$ cat config.mk
export PLATFORM = sky130hd
export DESIGN_NAME = entropy_src_scheduler
export DESIGN_NICKNAME = d
export VERILOG_FILES = /design/src/rtl/entropy_src_scheduler.sv
export SDC_FILE = /design/constraint.sdc
export NUM_CORES = 1
export LEC_CHECK = 0
export BUFFER_PORTS_ARGS = -buffer_cell sky130_fd_sc_hd__buf_2
export CAP_MARGIN = 5
export CORE_MARGIN = 2
export CORE_UTILIZATION = 59
export DETAILED_ROUTE_END_ITERATION = 8
export MAX_ROUTING_LAYER = met4
export PLACE_DENSITY = 0.93
export SLEW_MARGIN = 5
export SYNTH_ARGS = -nofsm -noshare
export SYNTH_HDL_FRONTEND = slang
export SYNTH_SLANG_ARGS = --single-unit
$ cat constraint.sdc
create_clock -name clk -period 5.1 [get_ports clk]
set_clock_uncertainty 0.15 [all_clocks]
set_input_delay 1.53 -clock clk [delete_from_list [all_inputs] [get_ports clk]]
set_output_delay 1.53 -clock clk [all_outputs]
set_load 0.02 [all_outputs]
$ cat src/rtl/entropy_src_scheduler.sv
// Entropy source scheduler: shares one downstream conditioner among N_SRC
// entropy lanes. Round-robin grants a healthy lane, serialises WORD_W raw bits
// from it into a word, hands the word off with valid/ready, and permanently
// retires any lane that reports a permanent failure.
module entropy_src_scheduler #(
   parameter int N_SRC           = 4,
   parameter int WORD_W          = 32,
   parameter int WORDS_PER_GRANT = 4
) (
   input  logic                     clk,
   input  logic                     rst,
   input  logic [N_SRC-1:0]         src_bit,
   input  logic [N_SRC-1:0]         src_valid,
   input  logic [N_SRC-1:0]         src_perm_fail,
   output logic [N_SRC-1:0]         src_full,
   input  logic                     debug_mode,
   input  logic [$clog2(N_SRC)-1:0] debug_sel,
   output logic [WORD_W-1:0]        word_out,
   output logic                     word_valid,
   input  logic                     word_ready,
   output logic [$clog2(N_SRC)-1:0] active_src,
   output logic [N_SRC-1:0]         dead_mask,
   output logic                     all_failed
);

   localparam int IDX_W = $clog2(N_SRC);
   localparam int BIT_W = $clog2(WORD_W + 1);
   localparam int GNT_W = $clog2(WORDS_PER_GRANT + 1);

   typedef enum logic [2:0] {
      S_IDLE,
      S_SELECT,
      S_COLLECT,
      S_HOLD,
      S_FAILED
   } state_t;

   state_t            state;
   state_t            state_next;
   logic [IDX_W-1:0]  rr;
   logic [WORD_W-2:0] shreg;       // MSB-side bits collected so far
   logic [BIT_W-1:0]  bit_cnt;
   logic [GNT_W-1:0]  grant_cnt;
   logic              dbg_grant;   // current grant was forced by debug_mode

   logic [N_SRC-1:0]  eligible;
   logic              all_dead;
   logic              hit;
   logic [IDX_W-1:0]  hit_idx;
   logic [WORD_W-1:0] word_full;
   logic              last_bit;
   logic              last_grant;
   logic              lane_failed;

   // Control strobes from the FSM to the datapath.
   logic              load_grant;
   logic              load_rr;
   logic [IDX_W-1:0]  grant_idx;
   logic              shift_en;
   logic              emit;
   logic              abort;
   logic              accept;

   assign eligible   = src_valid & ~dead_mask;
   assign all_dead   = &dead_mask;
   assign word_full  = {shreg, src_bit[active_src]};
   assign last_bit   = (bit_cnt == BIT_W'(WORD_W - 1));
   assign last_grant = (grant_cnt == GNT_W'(WORDS_PER_GRANT - 1));
   // A debug-forced grant is allowed to run on a failed lane.
   assign lane_failed = (src_perm_fail[active_src] | dead_mask[active_src]) & ~dbg_grant;

   // Round-robin search: first eligible lane starting just after rr, wrapping.
   always_comb begin
      hit     = 1'b0;
      hit_idx = '0;
      for (int k = 1; k <= N_SRC; k++) begin
         if (!hit && eligible[(int'(rr) + k) % N_SRC]) begin
            hit     = 1'b1;
            hit_idx = IDX_W'((int'(rr) + k) % N_SRC);
         end
      end
   end

   // FSM state register.
   always_ff @(posedge clk) begin
      // NOTE: registers use non-blocking assignment so every flop samples pre-edge values.
      if (rst) state <= S_IDLE;
      else     state <= state_next;
   end

   // FSM next-state, lane throttling and datapath strobes.
   always_comb begin
      // NOTE: every output of this block is defaulted first so no path can infer a latch.
      state_next = state;
      src_full   = '1;
      all_failed = 1'b0;
      load_grant = 1'b0;
      load_rr    = 1'b0;
      grant_idx  = hit_idx;
      shift_en   = 1'b0;
      emit       = 1'b0;
      abort      = 1'b0;
      accept     = 1'b0;
      case (state)
         S_IDLE: begin
            if (all_dead)       state_next = S_FAILED;
            else if (|eligible) state_next = S_SELECT;
         end
         S_SELECT: begin
            if (debug_mode) begin
               load_grant = 1'b1;
               grant_idx  = debug_sel;
               state_next = S_COLLECT;
            end else if (hit) begin
               load_grant = 1'b1;
               load_rr    = 1'b1;
               state_next = S_COLLECT;
            end else if (all_dead) begin
               state_next = S_FAILED;
            end
         end
         S_COLLECT: begin
            src_full[active_src] = 1'b0;
            if (src_perm_fail[active_src] && !dbg_grant) begin
               abort      = 1'b1;
               state_next = S_SELECT;
            end else begin
               shift_en = 1'b1;
               if (last_bit) begin
                  emit       = 1'b1;
                  state_next = S_HOLD;
               end
            end
         end
         S_HOLD: begin
            if (word_valid && word_ready) begin
               accept = 1'b1;
               if (last_grant || lane_failed) state_next = S_SELECT;
               else                           state_next = S_COLLECT;
            end
         end
         S_FAILED: begin
            all_failed = 1'b1;
         end
         default: begin
            state_next = S_IDLE;
         end
      endcase
   end

   // Datapath: lane retirement, grant bookkeeping, bit collection and handoff.
   always_ff @(posedge clk) begin
      if (rst) begin
         dead_mask  <= '0;
         active_src <= '0;
         rr         <= IDX_W'(N_SRC - 1);
         dbg_grant  <= 1'b0;
         grant_cnt  <= '0;
         bit_cnt    <= '0;
         shreg      <= '0;
         word_out   <= '0;
         word_valid <= 1'b0;
      end else begin
         dead_mask <= dead_mask | src_perm_fail;
         if (load_grant) begin
            active_src <= grant_idx;
            dbg_grant  <= debug_mode;
            grant_cnt  <= '0;
            bit_cnt    <= '0;
            shreg      <= '0;
         end
         if (load_rr) rr <= grant_idx;
         // A failing lane's partial word is thrown away, including this cycle's bit.
         if (abort) begin
            bit_cnt <= '0;
            shreg   <= '0;
         end
         if (shift_en) begin
            if (emit) begin
               word_out   <= word_full;
               word_valid <= 1'b1;
               bit_cnt    <= '0;
               shreg      <= '0;
            end else begin
               shreg   <= word_full[WORD_W-2:0];
               bit_cnt <= bit_cnt + BIT_W'(1);
            end
         end
         if (accept) begin
            word_valid <= 1'b0;
            grant_cnt  <= grant_cnt + GNT_W'(1);
         end
      end
   end

endmodule

==> run summary, run 1 <==
The post-CTS setup buffer count came out at 0. The HPWL reported at the end of detailed placement is 4.90 mm. The part of the total power dissipated in sequential elements came out at a little under half.

The number of synthesis warnings is 0. The longest clock path from root to sink contains 2 buffers. For the worst setup path, the data required time is roughly 3.4 ns. The flow ran to the end, and the final reports show no timing, DRC or antenna violations.

The final RePlAce weighted congestion came out at 0.877. The number of nets at the end of the flow came out at 480. The final-report hold violation count is 0.

Global routing finished with a remaining overflow of 0. The average footprint of a synthesized cell is ~8.4 µm². The global-route met2 utilization is 43.5%.

The share of the clock period used by the worst path after layout is between 60% and 70%. In the global route stage, met1 resource usage came out at between 20% and 30%. After global routing, the most crowded layer is met2.

The core region is between 5000 and 6000 µm². The count of pins on the block boundary came out at 62. After floorplanning, the core was divided into 27 placement rows.

For the pin with the worst max-slew slack, the measured transition is approximately 1.1 ns. Buffers inserted during clock tree synthesis total 9. The y dimension of the die is approximately 81 µm.

The reported max-cap violation count came out at 0. The total number of vias is ~3.1k. The mean routed wirelength per cell is 14.5 µm. TritonCTS built the clock tree. Entering global routing, the biggest net connects 84 pins. The register-to-register path setup slack came out at ~2.4 ns. The count of port buffers added during placement is 61. Traced cell by cell, the critical path runs through nor2_1, nand2_1, buf_4, or3_1, buf_2. In this run, distinct cell masters in the synthesized netlist total 46. The worst flop-to-flop path startpoint is active_src[1].

The path depth of the worst reg2reg path is 5. The critical path is of the reg -> out type. The worst relative slew slack is around 26%. Summed over all layers, the routed wires come to 7.79 mm. The critical path capture point type is an output pin. The clock period minus worst slack is around 3.4 ns. The clock share of power is about a third. In this run the most critical hold path is launched from word_out[2].

The multi-input logic area is 1630 µm². 0 antenna diodes ended up in the layout. The power per unit of standard cell area came out at ~380 nW/µm². In this run, the number of DRC markers left after iteration 0 of detailed routing was around 250.

The fmax came out at around 0.30 GHz. After synthesis, the largest area contributor takes up ~49% of total cell area. STA classifies the critical path startpoint as a register.

The switching power total came out at between 0.4 and 0.5 mW. The switching part of the total is 30.3%. The post-synthesis net count is approximately 430.

The horizontal die dimension is slightly above 80 µm. The largest vdd supply drop is ~280 µV. The share of synthesized registers carrying an async set or reset is 0%. The filler cell count came out at between 400 and 500. The largest total area in the synthesized netlist belongs to sky130_fd_sc_hd__dfxtp_1. Setup total negative slack on the finished layout was measured at 0 ns.

Setup repair after global routing left no endpoint under its margin. Clock-pin slew was measured on the worst setup and hold paths at ~0.080 ns. In this run the clock root is driven by a sky130_fd_sc_hd__clkbuf_8. After detailed routing, the number of remaining DRC violations is 0. The path with the worst hold slack has its endpoint at word_out[2]. The number of setup violations in the final report is 0.

The worst hold path passes through 2 cells. The number of pins exceeding their max-slew limit in the final report came to 0. The path class of the tightest hold or removal check is reg -> reg. Across all hold checks on the routed design, the worst slack comes to ~0.30 ns. The global routing usage on met3 is 7.08%. The number of global-route vias before repair is 2868. The count of mapped cells out of synthesis is around 410. The global-route total usage across every layer is approximately 25%. The number of antenna violations at the first check in global routing is 0. The initial standard-cell utilization of the core is about 62%. The area growth from synthesis to layout is 15.5%. The number of enable flip-flop cells after synthesis came out at 0.

In the synthesized netlist the dominant register cell turns out to be sky130_fd_sc_hd__dfxtp_1. The total leakage power is 1.53 nW. The area of the mapped netlist came out at approximately 3500 µm². The count of antenna-violating nets left after detailed routing is 0.

Along the worst path, the maximum fanout reaches 39. The detail-routed via count per cell is between 5 and 6. The number of detailed-routing iterations run before antenna repair came out at 4. The first global-routing pass estimated 12.6 mm of wire. The largest single stage delay on the critical path is just under 0.4 ns. The endpoint identified for the worst register-to-register timing path is word_out[0].

The H-tree was split into 3 levels. The cell internal power dissipation came out at roughly 1.1 mW. After synthesis, the most frequently instantiated cells are sky130_fd_sc_hd__dfxtp_1 (85), sky130_fd_sc_hd__nand2_1 (77), sky130_fd_sc_hd__nor2_1 (57). CTS saw 85 sinks. The slowest stage of the critical path is the sky130_fd_sc_hd__dfxtp_1 cell. The signal arrival time at the worst endpoint came out at approximately 1.7 ns. In the final layout, flip-flops and latches occupy about 1700 µm². Among all cell types in the netlist, the one instantiated most often is sky130_fd_sc_hd__dfxtp_1. The total die area came out at approximately 6500 µm². The quantity of hold-fixing buffers added after cts is 0. The number of cells upsized or downsized after cts is 0.

The later-pin clock latency in the skew report came out at 0.35 ns. Ranked by total cell area, the synthesized netlist is headed by sky130_fd_sc_hd__dfxtp_1 (49%), sky130_fd_sc_hd__nand2_1 (8.3%), sky130_fd_sc_hd__a32oi_1 (8.1%), sky130_fd_sc_hd__nor2_1 (6.2%), sky130_fd_sc_hd__a21oi_1 (6.1%). Combinational logic burns a little under a fifth of the power. The proportion of synthesized chip area in sequential cells came out at just under 50%.

Of the cells placed in the final design, the portion with a size suffix greater than 1 is between 10% and 20%. Counting flops and latches in the post-synthesis netlist gives 85.
-- sequential cells by signal, summed over array words and instances (netlist names) --
signal and count:
active_src 2, rr 2, dbg_grant 1, dead_mask 4, state 3, word_out 32, grant_cnt 3, word_valid 1
shreg 31, bit_cnt 6
-- worst max-delay path: cells and delay by family, from the launching register on --
family	cells	cell delay, ns
AND/OR/NAND/NOR	3	0.53
flip-flops	1	0.39
buffers and inverters	2	0.43
-- kinds of logic (layout without fill, tap and decap cells) --
| family | count (synthesis) | after routing | synth area share (%) |
|---|---|---|---|
| simple gates | 183 | 183 | 23.6 |
| compound gates | 101 | 101 | 20.4 |
| flops | 85 | 85 | 49.1 |
| buf+inv | 36 | 87 | 4.01 |
| mux | 5 | 5 | 1.84 |
| fa+ha+maj | 3 | 3 | 1.08 |
-- layout make-up --
class / count / share of cell area, %
Clock buffer: 13 / 3.72
Clock inverter: 3 / 1.72
Sequential cell: 85 / 42.5
Tap cell: 72 / 2.25
Timing Repair Buffer: 66 / 8.57
Multi-Input combinational cell: 292 / 40.8
Inverter: 5 / 0.469
-- worst max-delay path by stage --
stage                                start           end  slack (ns)  depth (start not counted)
after floorplan           src_perm_fail[3]      state[0]        1.98                          5
after global placement    src_perm_fail[1]  word_out[26]        1.64                          6
after detailed placement  src_perm_fail[1]   word_out[5]        1.53                          6
after CTS                         state[0]   src_full[0]        1.72                          5
after global routing              state[0]   src_full[0]        1.61                          5
final                             state[0]   src_full[0]        1.72                          5
-- metrics by stage --
stage               cells  cell area (µm²)  total power, mW  setup WS, ns  utilization [%]
floorplan             413             3470            0.960          1.98                -
global placement      520             3780             1.02          1.64             67.9
detailed placement    520             3780             1.03          1.53             67.9
CTS                   536             4000             1.54          1.72             71.8
global route          536             4000             1.60          1.61             71.8
finish                536             4000             1.54          1.72             71.8
-- cells in the final DEF, fill, tap and decap left out, types with 2 or more instances in the layout --
cell / count
sky130_fd_sc_hd__buf_2: 61
sky130_fd_sc_hd__nand3b_1: 2
sky130_fd_sc_hd__a32oi_1: 32
sky130_fd_sc_hd__o21ai_0: 3
sky130_fd_sc_hd__a311oi_1: 2
sky130_fd_sc_hd__or2_2: 3
sky130_fd_sc_hd__dfxtp_1: 85
sky130_fd_sc_hd__a211oi_1: 2
sky130_fd_sc_hd__nor2_1: 56
sky130_fd_sc_hd__or2_1: 2
sky130_fd_sc_hd__a21oi_1: 42
sky130_fd_sc_hd__mux2i_1: 3
sky130_fd_sc_hd__buf_4: 5
sky130_fd_sc_hd__ha_1: 3
sky130_fd_sc_hd__clkbuf_8: 10
sky130_fd_sc_hd__nand2_1: 77
sky130_fd_sc_hd__nor3b_1: 3
sky130_fd_sc_hd__nor3_1: 6
sky130_fd_sc_hd__nor4b_1: 2
sky130_fd_sc_hd__o211ai_1: 2
sky130_fd_sc_hd__nor2_2: 2
sky130_fd_sc_hd__inv_1: 4
sky130_fd_sc_hd__bufinv_16: 2
sky130_fd_sc_hd__clkbuf_1: 3
sky130_fd_sc_hd__o32ai_1: 2
sky130_fd_sc_hd__nor2b_1: 7
sky130_fd_sc_hd__nand3_1: 9
sky130_fd_sc_hd__a31oi_1: 5
sky130_fd_sc_hd__nand2b_1: 6
sky130_fd_sc_hd__or3_1: 3
-- power by group through the flow --
| stage | registers, mW | logic [mW] | clock network [mW] |
|---|---|---|---|
| 2_1_floorplan | 0.723 | 0.237 | 0 |
| 3_3_place_gp | 0.738 | 0.283 | 0 |
| 3_5_place_dp | 0.741 | 0.288 | 0 |
| 4_1_cts | 0.726 | 0.289 | 0.523 |
| 5_1_grt | 0.732 | 0.321 | 0.551 |
| 6_report | 0.728 | 0.296 | 0.515 |
-- routing by layer --
layer | vias up | share of wire (%)
met2 | 94 | 49
met1 | 1481 | 43
met3 | 14 | 6.0
li1 | 1549 | -
met4 | 0 | 2.0
met5 | - | 0
(Power assumes the default switching activity.)
==> inputs of run 2 (changes only) <==
--- a/config.mk
+++ b/config.mk
@@ -8,10 +8,10 @@
 export BUFFER_PORTS_ARGS = -buffer_cell sky130_fd_sc_hd__buf_2
 export CAP_MARGIN = 5
 export CORE_MARGIN = 2
-export CORE_UTILIZATION = 59
+export CORE_UTILIZATION = 50
 export DETAILED_ROUTE_END_ITERATION = 8
 export MAX_ROUTING_LAYER = met4
-export PLACE_DENSITY = 0.93
+export PLACE_DENSITY = 0.85
 export SLEW_MARGIN = 5
 export SYNTH_ARGS = -nofsm -noshare
 export SYNTH_HDL_FRONTEND = slang
==> constraint.sdc (replaced) <==
create_clock -name clk -period 2.8 [get_ports clk]
set_clock_uncertainty 0.15 [all_clocks]
set_input_delay 0.84 -clock clk [delete_from_list [all_inputs] [get_ports clk]]
set_output_delay 0.84 -clock clk [all_outputs]
set_load 0.02 [all_outputs]
==> run summary, run 2 (synthesized netlist as in run 1, its figures left out) <==
The flow ran to the end, and the final reports show no timing, DRC or antenna violations. The count of pins on the block boundary is 62. The path depth of the worst reg2reg path came out at 6. The root buffer cell is sky130_fd_sc_hd__clkbuf_8. The y dimension of the die came out at around 87 µm.

The number of pins exceeding their max-slew limit in the final report came out at 0. The cell depth of the worst hold path came out at 2. The required time of the critical path is roughly 1.8 ns. The horizontal die dimension is about 87 µm. The violation count after the first detailed-route iteration is roughly 180. The launch point of the worst hold path is word_out[8]. 0 antenna diodes ended up in the layout.

The startpoint identified for the worst register-to-register timing path is bit_cnt[0]. The standard-cell row count came out at 30. The final-layout setup total negative slack is 0 ns. The clock period minus worst slack is 2.49 ns. The non-filler instance count after layout came out at approximately 550.

The final RePlAce weighted congestion came out at 0.952. The cell internal power dissipation came out at 1.81 mW. The reported max-cap violation count came out at 0. The clock share of power came out at a little under a third.

word_out holds more flip-flops than any other register. The path class of the tightest hold or removal check is reg -> reg. The power per unit of standard cell area is approximately 670 nW/µm².

The slew at the pin closest to its max-slew limit came out at 0.507 ns. The number of global-route vias before repair came out at 2809. The worst flop-to-flop path endpoint is state[0]. The number of buffers between clock root and the deepest sink came out at 2. Once the floorplan was initialized, standard cells occupied 51.3% of the core. The core box area is between 6000 and 7000 µm². Headroom to the max-slew limit came out at approximately two thirds. The critical path capture point type is an output pin. The later pin in the worst-skew pair is clocked with a latency of about 0.35 ns. The worst path uses 89.0% of the clock period. STA puts the critical path data arrival time at roughly 1.5 ns. The mean routed wirelength per cell came out at roughly 14 µm.

The fmax came out at 0.401 GHz. The switching part of the total is 33.5%. The flip-flop count of the largest register, all copies and words added came out at 32. The largest vdd supply drop is about 390 µV. The category of the most critical setup path is reg -> out. The worst hold path terminates at word_out[8]. The register-to-register path setup slack came out at approximately 0.51 ns. The number of detailed-routing iterations run before antenna repair came out at 4. The number of buffers inserted during clock tree synthesis came out at 9. The number of cells upsized or downsized after cts is 0. The final-report hold violation count was 0. TritonCTS built the clock tree. At the placement stage, the worst setup path has a slack of ~0.31 ns. The number of antenna violations at the first check in global routing came out at 0.

The deepest level of the CTS H-tree is 3. The share of cells above drive strength 1 is about a fifth. In the layout the commonest cells are sky130_fd_sc_hd__dfxtp_1 (85), sky130_fd_sc_hd__nand2_1 (77), sky130_fd_sc_hd__buf_2 (61). The count of antenna-violating nets left after detailed routing is 0. Sequential cells burn a little under 50% of the power.

The global-route total usage across every layer came out at 21.7%. The detail-routed via count per cell is 5.64. The quantity of hold-fixing buffers added after cts is 0. The total die area is between 7000 and 8000 µm².

The final routed DRC violation total came out at 0. The setup slack after layout came out at slightly above 0.3 ns. Wires add up to 7.82 mm.

The worst setup path is launched from a register. The total congestion overflow after global routing is 0. The largest fanout on the critical path is 8. The number of setup violations in the final report came out at 0. The HPWL reported at the end of detailed placement is approximately 5.3 mm. The total leakage power came out at about 1.5 nW.

Entering global routing, the biggest net connects 74 pins. The first global-routing pass estimated around 13 mm of wire. The count of port buffers added during placement came out at between 60 and 70.

The total number of vias came out at between 3k and 4k. Post-CTS timing repair inserted 0 buffers for setup. The number of nets at the end of the flow came out at approximately 490. After detailed placement, the design holds a cell count of between 500 and 600. The proportion of power drawn by combinational gates came out at roughly a fifth.

The switching power total is around 0.91 mW. The post-synthesis to final-layout area growth is 17.1%. The clock-pin slew reported for the worst setup and hold paths after clock tree synthesis came out at approximately 0.090 ns.

Leaving out fill and tap cells, the most frequent cell in the layout is sky130_fd_sc_hd__dfxtp_1. Setup repair after global routing left no endpoint under its margin. The utilization after layout came out at roughly 60%.

The largest registers in the layout are word_out x32, shreg x31, bit_cnt x6. The clock sink count is 85.
run 2: layout make-up:
class                   count  area, µm²
flip-flops and latches     85       1700
clock inverters             6       52.6
inverters                   5       18.8
repair buffers             73        408
clock buffers              10        138
multi-input cells         292       1640
well taps                  80        100
fillers                   615       2700
run 2: through the flow:
stage	power, mW	hold WS, ns	cell area [µm²]
5_1_grt	2.85	0.324	4060
3_5_place_dp	1.91	0.295	3870
6_report	2.72	0.305	4060
3_3_place_gp	1.90	0.291	3870
4_1_cts	2.73	0.307	4060
2_1_floorplan	1.75	0.282	3470
run 2: power groups by stage:
stage / combinational [mW] / clock [mW] / sequential (mW)
after floorplan: 0.432 / 0 / 1.32
after global placement: 0.547 / 0 / 1.35
after detailed placement: 0.557 / 0 / 1.35
after CTS: 0.561 / 0.840 / 1.33
after global routing: 0.624 / 0.893 / 1.34
final: 0.567 / 0.827 / 1.33
run 2: routing by layer:
metal  global-route usage (%)  routed length, µm  vias to the layer above
met3                     3.51                285                       11
li1                         -                  -                     1561
met4                     7.83                121                        0
met1                     27.3               3610                     1463
met5                        -                  0                        -
met2                     35.2               3800                       70
run 2: worst max path at each step:
| stage | slack (ns) | startpoint | end |
|---|---|---|---|
| after floorplan | 0.37 | src_perm_fail[3] | state[0] |
| after detailed placement | 0.31 | src_perm_fail[1] | state[0] |
| after CTS | 0.32 | state[1] | src_full[3] |
| final | 0.31 | state[1] | src_full[3] |
| after global placement | 0.35 | src_valid[1] | state[0] |
| after global routing | 0.27 | state[1] | src_full[3] |
run 2: worst max-delay path, stage by stage (launching register included):
cell and delay [ns]:
sky130_fd_sc_hd__dfxtp_1 0.48, sky130_fd_sc_hd__nor3b_2 0.38, sky130_fd_sc_hd__nand3_1 0.11, sky130_fd_sc_hd__buf_2 0.18
